<file path="src/rtl/alu_cmd_ctrl.sv">
// Command sequencer: decodes framed RX byte commands, drives the register
// file and the ALU, and returns read data / ALU results to the TX FIFO.
//
// state    | meaning
// ---------+---------------------------------------------------------
// IDLE     | waiting for a command byte, other bytes ignored
// WR_ADDR  | register write: waiting for the address byte
// WR_DATA  | register write: waiting for the data byte
// RD_ADDR  | register read: waiting for the address byte
// RD_WAIT  | register read: waiting for read data from the reg file
// OP_A     | ALU with operands: waiting for operand A (goes to addr 0)
// OP_B     | ALU with operands: waiting for operand B (goes to addr 1)
// FUN      | waiting for the ALU function byte
// ALU_WAIT | ALU running, clock gate open, waiting for the result
// TX_LO    | sending result LSB, held while the TX FIFO is full
// TX_HI    | sending result MSB, held while the TX FIFO is full
// TX_RD    | sending register read data, held while the TX FIFO is full
module alu_cmd_ctrl #(
   parameter int DATA_WIDTH = 8,
   parameter int ADDR_WIDTH = 4
) (
   input  logic                      CLK,
   input  logic                      RST,
   input  logic [DATA_WIDTH-1:0]     RX_P_DATA,
   input  logic                      RX_D_VLD,
   input  logic [2*DATA_WIDTH-1:0]   ALU_OUT,
   input  logic                      ALU_OUT_VLD,
   input  logic [DATA_WIDTH-1:0]     RF_RD_DATA,
   input  logic                      RF_RD_DATA_VLD,
   input  logic                      FIFO_FULL,
   output logic                      ALU_EN,
   output logic [3:0]                ALU_FUN,
   output logic                      CLK_GATE_EN,
   output logic [ADDR_WIDTH-1:0]     RF_ADDR,
   output logic                      RF_WR_EN,
   output logic                      RF_RD_EN,
   output logic [DATA_WIDTH-1:0]     RF_WR_DATA,
   output logic [DATA_WIDTH-1:0]     TX_P_DATA,
   output logic                      TX_D_VLD
);

   localparam logic [DATA_WIDTH-1:0] CMD_WR     = DATA_WIDTH'(8'hAA);
   localparam logic [DATA_WIDTH-1:0] CMD_RD     = DATA_WIDTH'(8'hBB);
   localparam logic [DATA_WIDTH-1:0] CMD_ALU_OP = DATA_WIDTH'(8'hCC);
   localparam logic [DATA_WIDTH-1:0] CMD_ALU_NO = DATA_WIDTH'(8'hDD);
   localparam logic [ADDR_WIDTH-1:0] ADDR_OP_A  = '0;
   localparam logic [ADDR_WIDTH-1:0] ADDR_OP_B  = ADDR_WIDTH'(1);

   typedef enum logic [3:0] {
      IDLE, WR_ADDR, WR_DATA, RD_ADDR, RD_WAIT, OP_A, OP_B,
      FUN, ALU_WAIT, TX_LO, TX_HI, TX_RD
   } state_t;

   state_t state, state_nxt;

   logic [2*DATA_WIDTH-1:0] alu_hold;
   logic [DATA_WIDTH-1:0]   rd_hold;

   logic                    rf_wr_en_nxt, rf_rd_en_nxt, alu_en_nxt, clk_gate_en_nxt;
   logic [ADDR_WIDTH-1:0]   rf_addr_nxt;
   logic [DATA_WIDTH-1:0]   rf_wr_data_nxt;
   logic [3:0]              alu_fun_nxt;

   // state register
   always_ff @(posedge CLK or negedge RST) begin
      if (!RST) state <= IDLE;
      else      state <= state_nxt;
   end

   // next-state decode; every byte-consuming state advances only on RX_D_VLD
   always_comb begin
      state_nxt = state;
      case (state)
         IDLE: begin
            if (RX_D_VLD) begin
               if      (RX_P_DATA == CMD_WR)     state_nxt = WR_ADDR;
               else if (RX_P_DATA == CMD_RD)     state_nxt = RD_ADDR;
               else if (RX_P_DATA == CMD_ALU_OP) state_nxt = OP_A;
               else if (RX_P_DATA == CMD_ALU_NO) state_nxt = FUN;
            end
         end
         WR_ADDR:  if (RX_D_VLD)       state_nxt = WR_DATA;
         WR_DATA:  if (RX_D_VLD)       state_nxt = IDLE;
         RD_ADDR:  if (RX_D_VLD)       state_nxt = RD_WAIT;
         RD_WAIT:  if (RF_RD_DATA_VLD) state_nxt = TX_RD;
         OP_A:     if (RX_D_VLD)       state_nxt = OP_B;
         OP_B:     if (RX_D_VLD)       state_nxt = FUN;
         FUN:      if (RX_D_VLD)       state_nxt = ALU_WAIT;
         ALU_WAIT: if (ALU_OUT_VLD)    state_nxt = TX_LO;
         TX_LO:    if (!FIFO_FULL)     state_nxt = TX_HI;
         TX_HI:    if (!FIFO_FULL)     state_nxt = IDLE;
         TX_RD:    if (!FIFO_FULL)     state_nxt = IDLE;
         default:                      state_nxt = IDLE;
      endcase
   end

   // output decode: next values for the registered strobes, direct TX drive
   always_comb begin
      rf_addr_nxt     = RF_ADDR;
      rf_wr_data_nxt  = RF_WR_DATA;
      alu_fun_nxt     = ALU_FUN;
      clk_gate_en_nxt = CLK_GATE_EN;
      rf_wr_en_nxt    = 1'b0;
      rf_rd_en_nxt    = 1'b0;
      alu_en_nxt      = 1'b0;
      TX_P_DATA       = '0;
      TX_D_VLD        = 1'b0;
      case (state)
         WR_ADDR: if (RX_D_VLD) rf_addr_nxt = RX_P_DATA[ADDR_WIDTH-1:0];
         WR_DATA: begin
            if (RX_D_VLD) begin
               rf_wr_data_nxt = RX_P_DATA;
               rf_wr_en_nxt   = 1'b1;
            end
         end
         RD_ADDR: begin
            if (RX_D_VLD) begin
               rf_addr_nxt  = RX_P_DATA[ADDR_WIDTH-1:0];
               rf_rd_en_nxt = 1'b1;
            end
         end
         OP_A, OP_B: begin
            if (RX_D_VLD) begin
               rf_addr_nxt    = (state == OP_A) ? ADDR_OP_A : ADDR_OP_B;
               rf_wr_data_nxt = RX_P_DATA;
               rf_wr_en_nxt   = 1'b1;
            end
         end
         FUN: begin
            if (RX_D_VLD) begin
               alu_fun_nxt     = RX_P_DATA[3:0];
               alu_en_nxt      = 1'b1;
               clk_gate_en_nxt = 1'b1;
            end
         end
         ALU_WAIT: if (ALU_OUT_VLD) clk_gate_en_nxt = 1'b0;
         TX_LO: begin
            TX_P_DATA = alu_hold[DATA_WIDTH-1:0];
            TX_D_VLD  = !FIFO_FULL;
         end
         TX_HI: begin
            TX_P_DATA = alu_hold[2*DATA_WIDTH-1:DATA_WIDTH];
            TX_D_VLD  = !FIFO_FULL;
         end
         TX_RD: begin
            TX_P_DATA = rd_hold;
            TX_D_VLD  = !FIFO_FULL;
         end
         default: ;
      endcase
   end

   // registered outputs, so strobes land in the cycle after the accepting byte
   always_ff @(posedge CLK or negedge RST) begin
      if (!RST) begin
         RF_ADDR     <= '0;
         RF_WR_DATA  <= '0;
         RF_WR_EN    <= 1'b0;
         RF_RD_EN    <= 1'b0;
         ALU_EN      <= 1'b0;
         ALU_FUN     <= '0;
         CLK_GATE_EN <= 1'b0;
      end else begin
         RF_ADDR     <= rf_addr_nxt;
         RF_WR_DATA  <= rf_wr_data_nxt;
         RF_WR_EN    <= rf_wr_en_nxt;
         RF_RD_EN    <= rf_rd_en_nxt;
         ALU_EN      <= alu_en_nxt;
         ALU_FUN     <= alu_fun_nxt;
         CLK_GATE_EN <= clk_gate_en_nxt;
      end
   end

   // result holding registers; they keep their data through TX back-pressure
   always_ff @(posedge CLK or negedge RST) begin
      if (!RST) begin
         alu_hold <= '0;
         rd_hold  <= '0;
      end else begin
         if (state == ALU_WAIT && ALU_OUT_VLD)   alu_hold <= ALU_OUT;
         if (state == RD_WAIT && RF_RD_DATA_VLD) rd_hold  <= RF_RD_DATA;
      end
   end

endmodule
</file>
<file path="config.mk">
export PLATFORM = sky130hd
export DESIGN_NAME = alu_cmd_ctrl
export DESIGN_NICKNAME = d
export VERILOG_FILES = /design/src/rtl/alu_cmd_ctrl.sv
export SDC_FILE = /design/constraint.sdc
export NUM_CORES = 1
export LEC_CHECK = 0
export BUFFER_PORTS_ARGS = -buffer_cell sky130_fd_sc_hd__buf_2
export CAP_MARGIN = 20
export CELL_PAD_IN_SITES_DETAIL_PLACEMENT = 0
export CELL_PAD_IN_SITES_GLOBAL_PLACEMENT = 1
export CORE_MARGIN = 5
export CORE_UTILIZATION = 35
export CTS_BUF_LIST = sky130_fd_sc_hd__clkbuf_16
export DETAILED_ROUTE_END_ITERATION = 10
export GPL_TIMING_DRIVEN = 0
export PLACE_DENSITY_LB_ADDON = 0.3
export SYNTH_ARGS = -nofsm -noshare
export SYNTH_HDL_FRONTEND = slang
export SYNTH_SLANG_ARGS = --single-unit
</file>
<file path="constraint.sdc">
create_clock -name CLK -period 1.8 [get_ports CLK]
set_input_delay 0.09 -clock CLK [delete_from_list [all_inputs] [get_ports CLK]]
set_output_delay 0.09 -clock CLK [all_outputs]
set_load 0.02 [all_outputs]
</file>
# Word level (Yosys, flattened, before mapping)
# Cells that the tools add are included.
dict set report totals {
  out_inout_bits 29
  regBits 48
  word_cells 84
}
dict set report classes {
  muxes 29
  eq_ne 29
  reduce_logical 16
}
# operator count
set op_table {}
lappend op_table {{$mux W4} 17}
lappend op_table {{$pmux W4 S11} 1}
lappend op_table {{$eq A8 B8 Y1 const B} 4}
lappend op_table {{$ne A2 B2 Y1 const B} 12}
lappend op_table {{$pmux W8 S3} 1}
lappend op_table {{$eq A4 B3 Y1 const B} 4}
lappend op_table {{$eq A4 B4 Y1 const B} 4}
lappend op_table {{$reduce_and A12 Y1} 1}
lappend op_table {{$eq A4 B2 Y1 const B} 2}
lappend op_table {{$mux W1} 8}
lappend op_table {{$pmux W4 S2} 1}
lappend op_table {{$reduce_and A3 Y1} 2}
lappend op_table {{$reduce_or A2 Y1} 3}
lappend op_table {{$reduce_or A3 Y1} 2}
lappend op_table {{$ne A5 B5 Y1 const B} 1}
lappend op_table {{$eq A4 B1 Y1 const B} 1}
lappend op_table {{$logic_not A4 Y1} 1}
lappend op_table {{$reduce_and A2 Y1} 2}
lappend op_table {{$reduce_bool A2 Y1} 2}
lappend op_table {{$logic_and A1 B1 Y1} 2}
lappend op_table {{$ne A2 B1 Y1 const B} 1}
lappend op_table {{$pmux W1 S2} 1}
lappend op_table {{$logic_not A1 Y1} 1}

# Logic depth before layout (Yosys ltp)
dict set report depth {
  ltp_word 7
  depth_mapped 6
  ltp_nobuf 4
}

# Worst setup path before layout
# OpenSTA, ideal clock, no wires.
dict set report synth_path {
  kind {flip-flop to flip-flop}
  start {register state[0]}
  end {register state[0]}
  path_buffers 0
  setup_slack_ns 0.087
  arrival_ns 1.585
  synth_period_minus_slack_ns 1.713
  path_stages_with_launch 5
  path_cell_list {dfrtp_1 > or3b_1 > a221oi_2 > a211o_1 > mux2_1}
}
dict set report synth_via {
  elab_chain_cells 4
}
# element line_no
set synth_lines {}
lappend synth_lines {{from (decl)} 54} ;# state_t state, state_nxt;
lappend synth_lines {{from (signal assigned)} 67} ;# else state <= state_nxt;
lappend synth_lines {{$eq A4 B4 Y1} 73} ;# case (state)
lappend synth_lines {{$reduce_or A2 Y1 (no line)} --}
lappend synth_lines {{$ne A2 B2 Y1 (no line)} --}
lappend synth_lines {{$reduce_and A12 Y1 (no line)} --}
# Several ways; a longest one is shown, not always the timed one.
# A chain may end at the register's enable or synchronous reset.

# Final worst setup path
dict set report layout_path {
  start {register state[1]}
  end {register state[2]}
}
# Same word-level chain as after synthesis.

==> metrics.md <==
| Metric | Value |
|---|---|
| Min-Delay Endpoint | alu_hold[15]$_DFFE_PN0P_ |
| Hold Startpoint | ALU_OUT[15] |
| Share of cells above drive strength 1 | 0.481 |
| Rel. slew slack | 0.648 |
| Met2 WL | approximately 2300 µm |
| First drt pass iteration count | 4 |
| Arr. time, crit path | 1.99 ns |
| Status | complete, but fails checks |
| Worst skew pair latency | 0.29 ns |
| CTS tree | built |
| Sw Ratio | 0.353 |
| Clock buffer depth | 2 |
| Clk root buf | clkbuf_16 |
| Synth Area in XOR/XNOR | 0.00776 |
| Commonest non-fill, non-tap cell in the layout | buf_2 |
| Unrepaired setup endpoints after global routing | yes |
| Post-synth cell types | 36 |
| Worst flop-to-flop path endpoint | state[2]$_DFFE_PN0P_ |
| Startpoint Class | register |
| Residual DRC | 0 |
| DRT Wirelength | 5270 µm |
| Sequential Power Share | 0.346 |
| Initial antenna violation count | 0 |
| Total CTS buffers | 5 |
| Gr usage total | 0.133 |
| Row cnt | 29 |
| Class of the worst hold path | input pin to register |
| Most frequent cells in the layout | 62 x buf_2, 46 x dfrtp_1, 32 x mux2_1, 11 x mux2_2, 11 x buf_4 |
| Synth warnings | 0 |
| Worst slew pin tran | 0.528 ns |
| Final net count | 299 |
| Post-Synth Simple-Gate Area | 0.108 |
| Worst Clk Skew | ~0.0097 ns |
| Minimum clock period | roughly 1.8 ns |
| Synth Area in Adders | 0 |
| Sequential-to-total area share from yosys stat | 0.532 |
| Mapped Cells | 180 |
| Grt ovf | 0 |
| Comb pwr share | 0.453 |
| Final Hold Viols | 0 |
| Vias in the first global route | between 1500 and 2000 |
| Largest net degree at the start of global routing | 49 |
| Synth Area in Compound Gates | 0.0854 |
| RR Startpoint | state[1]$_DFFE_PN0P_ |
| Core Util, Final | 0.490 |
| PortBufs | 66 |
| Largest family of logic cells by synthesized area | multiplexers |
| Critical Path RT | 1.96 ns |
| Peak Freq | 545 MHz |
| CTS sink count | 48 |
| Reg2Reg Setup Slack | -0.03 ns |
| First-pass GRT wire length | approximately 8800 µm |
| Violated checks | setup timing |
| Clock network power share | 0.201 |
| Setup ws final | -0.0339 ns |
| Layout Cells excl Fill | 339 |
| Final RePlAce weighted congestion | 0.720 |
| Core box area | approximately 0.0063 mm² |
| Die width | 90.3 µm |
| Top Metal Used | met4 |
| Final setup vio count | 3 |
| Die Span Y | about 90 µm |
| Area delta synth->final | 37.1% |
| Top_reg_cell synth | dfrtp_1 |
| Post-place setup slack | -0.227 ns |
| Post-synthesis area per instance | ~13 µm² |
| Met1 WL | 2540 µm |
| Worst VDD drop | 792 µV |
| # H-tree levels | 2 |
| MaxCap Viol Count | 0 |
| Met3 WL | 391 µm |
| Psw | around 0.0018 W |
| IO Pins | 67 |
| Internal power | approximately 0.0034 W |
| Initial DRC count | 65 |
| #FFs+latches synth | 48 |
| Final antenna diode count | 0 |
| Vias | roughly 1700 |
| Syn Nets | 218 |
| Final ANT Viol Nets | 0 |
| Post-synth top area share | 0.532 |
| WL per Instance | around 16 µm |
| Largest cells by area after synthesis | dfrtp_1 53%, mux2_1 19%, mux2_2 5.5% |
| Via/cell ratio | a little under 5 |
| Overall power | 0.00521 W |
| Placed Area | about 0.0027 mm² |
| Post-synth EDFFs | 0 |
| Ys async rst share | 1.00 |
| Clock slew at reported path FFs | 0.07 ns |
| Post-route cell area | about 0.0031 mm² |
| Pleak | roughly 1.5 nW |
| Largest fanout on the critical path | 6 |
| DPL Wire Length | ~3800 µm |
| Setup crit end kind | register |
| Die footprint | a little over 0.008 mm² |
| Yosys top cell by area | dfrtp_1 |
| Mux cell area share after synthesis | 0.244 |
| Crit share post-route | 1.02 |
| Worst hold stages | 2 |
| Final Slew Violations | 0 |
| Mapped Area | about 0.0023 mm² |
| DP Cell Count | around 320 |
| Cell Pwr Density | around 1700 mW/mm² |
| Starting Density | 0.358 |
| Critical path class | register to register |
| Reg2reg path depth | 4 |
metal layers:
layer	GRT usage	vias to the layer above
met3	0.0533	2
met1	0.188	795
met4	0.0298	0
met5	0	-
li1	-	815
met2	0.189	58
power groups by stage:
stage,Clock [W],Sequential (W),Combinational [W]
finish,0.00105,0.00181,0.00236
floorplan,0,0.00202,0.00111
CTS,0.00106,0.00179,0.00222
global placement,0,0.00179,0.00189
global route,0.00112,0.00187,0.00256
detailed placement,0,0.00180,0.00191
cell type report:
class	count	area (µm²)
buffer	9	68.8
clock buffer	5	125
clock inverter	3	38.8
fill	601	3220
inverter	3	11.3
multi-input combinational	120	1100
sequential	48	1200
tap	77	96.3
timing repair buffer	74	445
cells in the mapped netlist, types with 2 or more instances:
library cell and n:
dfrtp_1 48, mux2_1 38, mux2_2 11, nor2_1 10
a22oi_1 8, nand2_1 7, a21oi_1 6, nor2b_1 6
buf_2 5, nor3_1 4, nand2b_1 3, a211o_1 2
a211oi_1 2, and2_1 2, buf_1 2, clkbuf_1 2
inv_2 2, nand4bb_1 2, nor4_1 2, or3b_1 2
sequential cells by signal, indices dropped and copies added, names as in the netlist:
register and flops:
rd_hold 8, CLK_GATE_EN 1, RF_WR_DATA 8, RF_WR_EN 1, RF_ADDR 4, ALU_FUN 4, state 4, ALU_EN 1
RF_RD_EN 1, alu_hold 16
metrics by stage:
| stage | hold WS [ns] | setup TNS (ns) |
|---|---|---|
| 6_report | 0.00534 | -0.0793 |
| 5_1_grt | 0.00647 | -1.13 |
| 4_1_cts | 0.00601 | -0.113 |
| 3_5_place_dp | 0.306 | -2.85 |
| 3_3_place_gp | 0.302 | -3.38 |
| 2_1_floorplan | -0.206 | 0 |
worst max path at each step:
stage	start	end	slack, ns	depth (start not counted)
finish	state[1]$_DFFE_PN0P_	state[2]$_DFFE_PN0P_	-0.03	4
global route	state[1]$_DFFE_PN0P_	state[2]$_DFFE_PN0P_	-0.13	4
CTS	state[1]$_DFFE_PN0P_	state[2]$_DFFE_PN0P_	-0.06	4
detailed placement	state[1]$_DFFE_PN0P_	TX_P_DATA[1]	-0.23	6
global placement	state[1]$_DFFE_PN0P_	TX_P_DATA[1]	-0.25	6
floorplan	state[0]$_DFFE_PN0P_	state[0]$_DFFE_PN0P_	0.09	4
critical path, cell delays in order, from the launching register on:
cell and delay [ns]:
dfrtp_2 0.45, or3b_4 0.39, a221oi_4 0.35, nor4_1 0.10
or4_1 0.42
logic make-up after synthesis:
kind of cell	Yosys count
buffers and inverters	12
and+or+nand+nor	43
AOI/OAI and AO/OA	26
xor gates and xnor gates	2
DFF	48
muxes	49
timing repair:
item / in CTS / in global routing
gates cloned: 1 / 0
endpoints found under the setup margin: 38 / 31
setup buffers: 5 / 0
hold endpoints to repair: 0 / 21
pin swaps: 5 / 11
resized for setup: 19 / 23
hold buffers: 0 / 1
(Power assumes the default switching activity.)
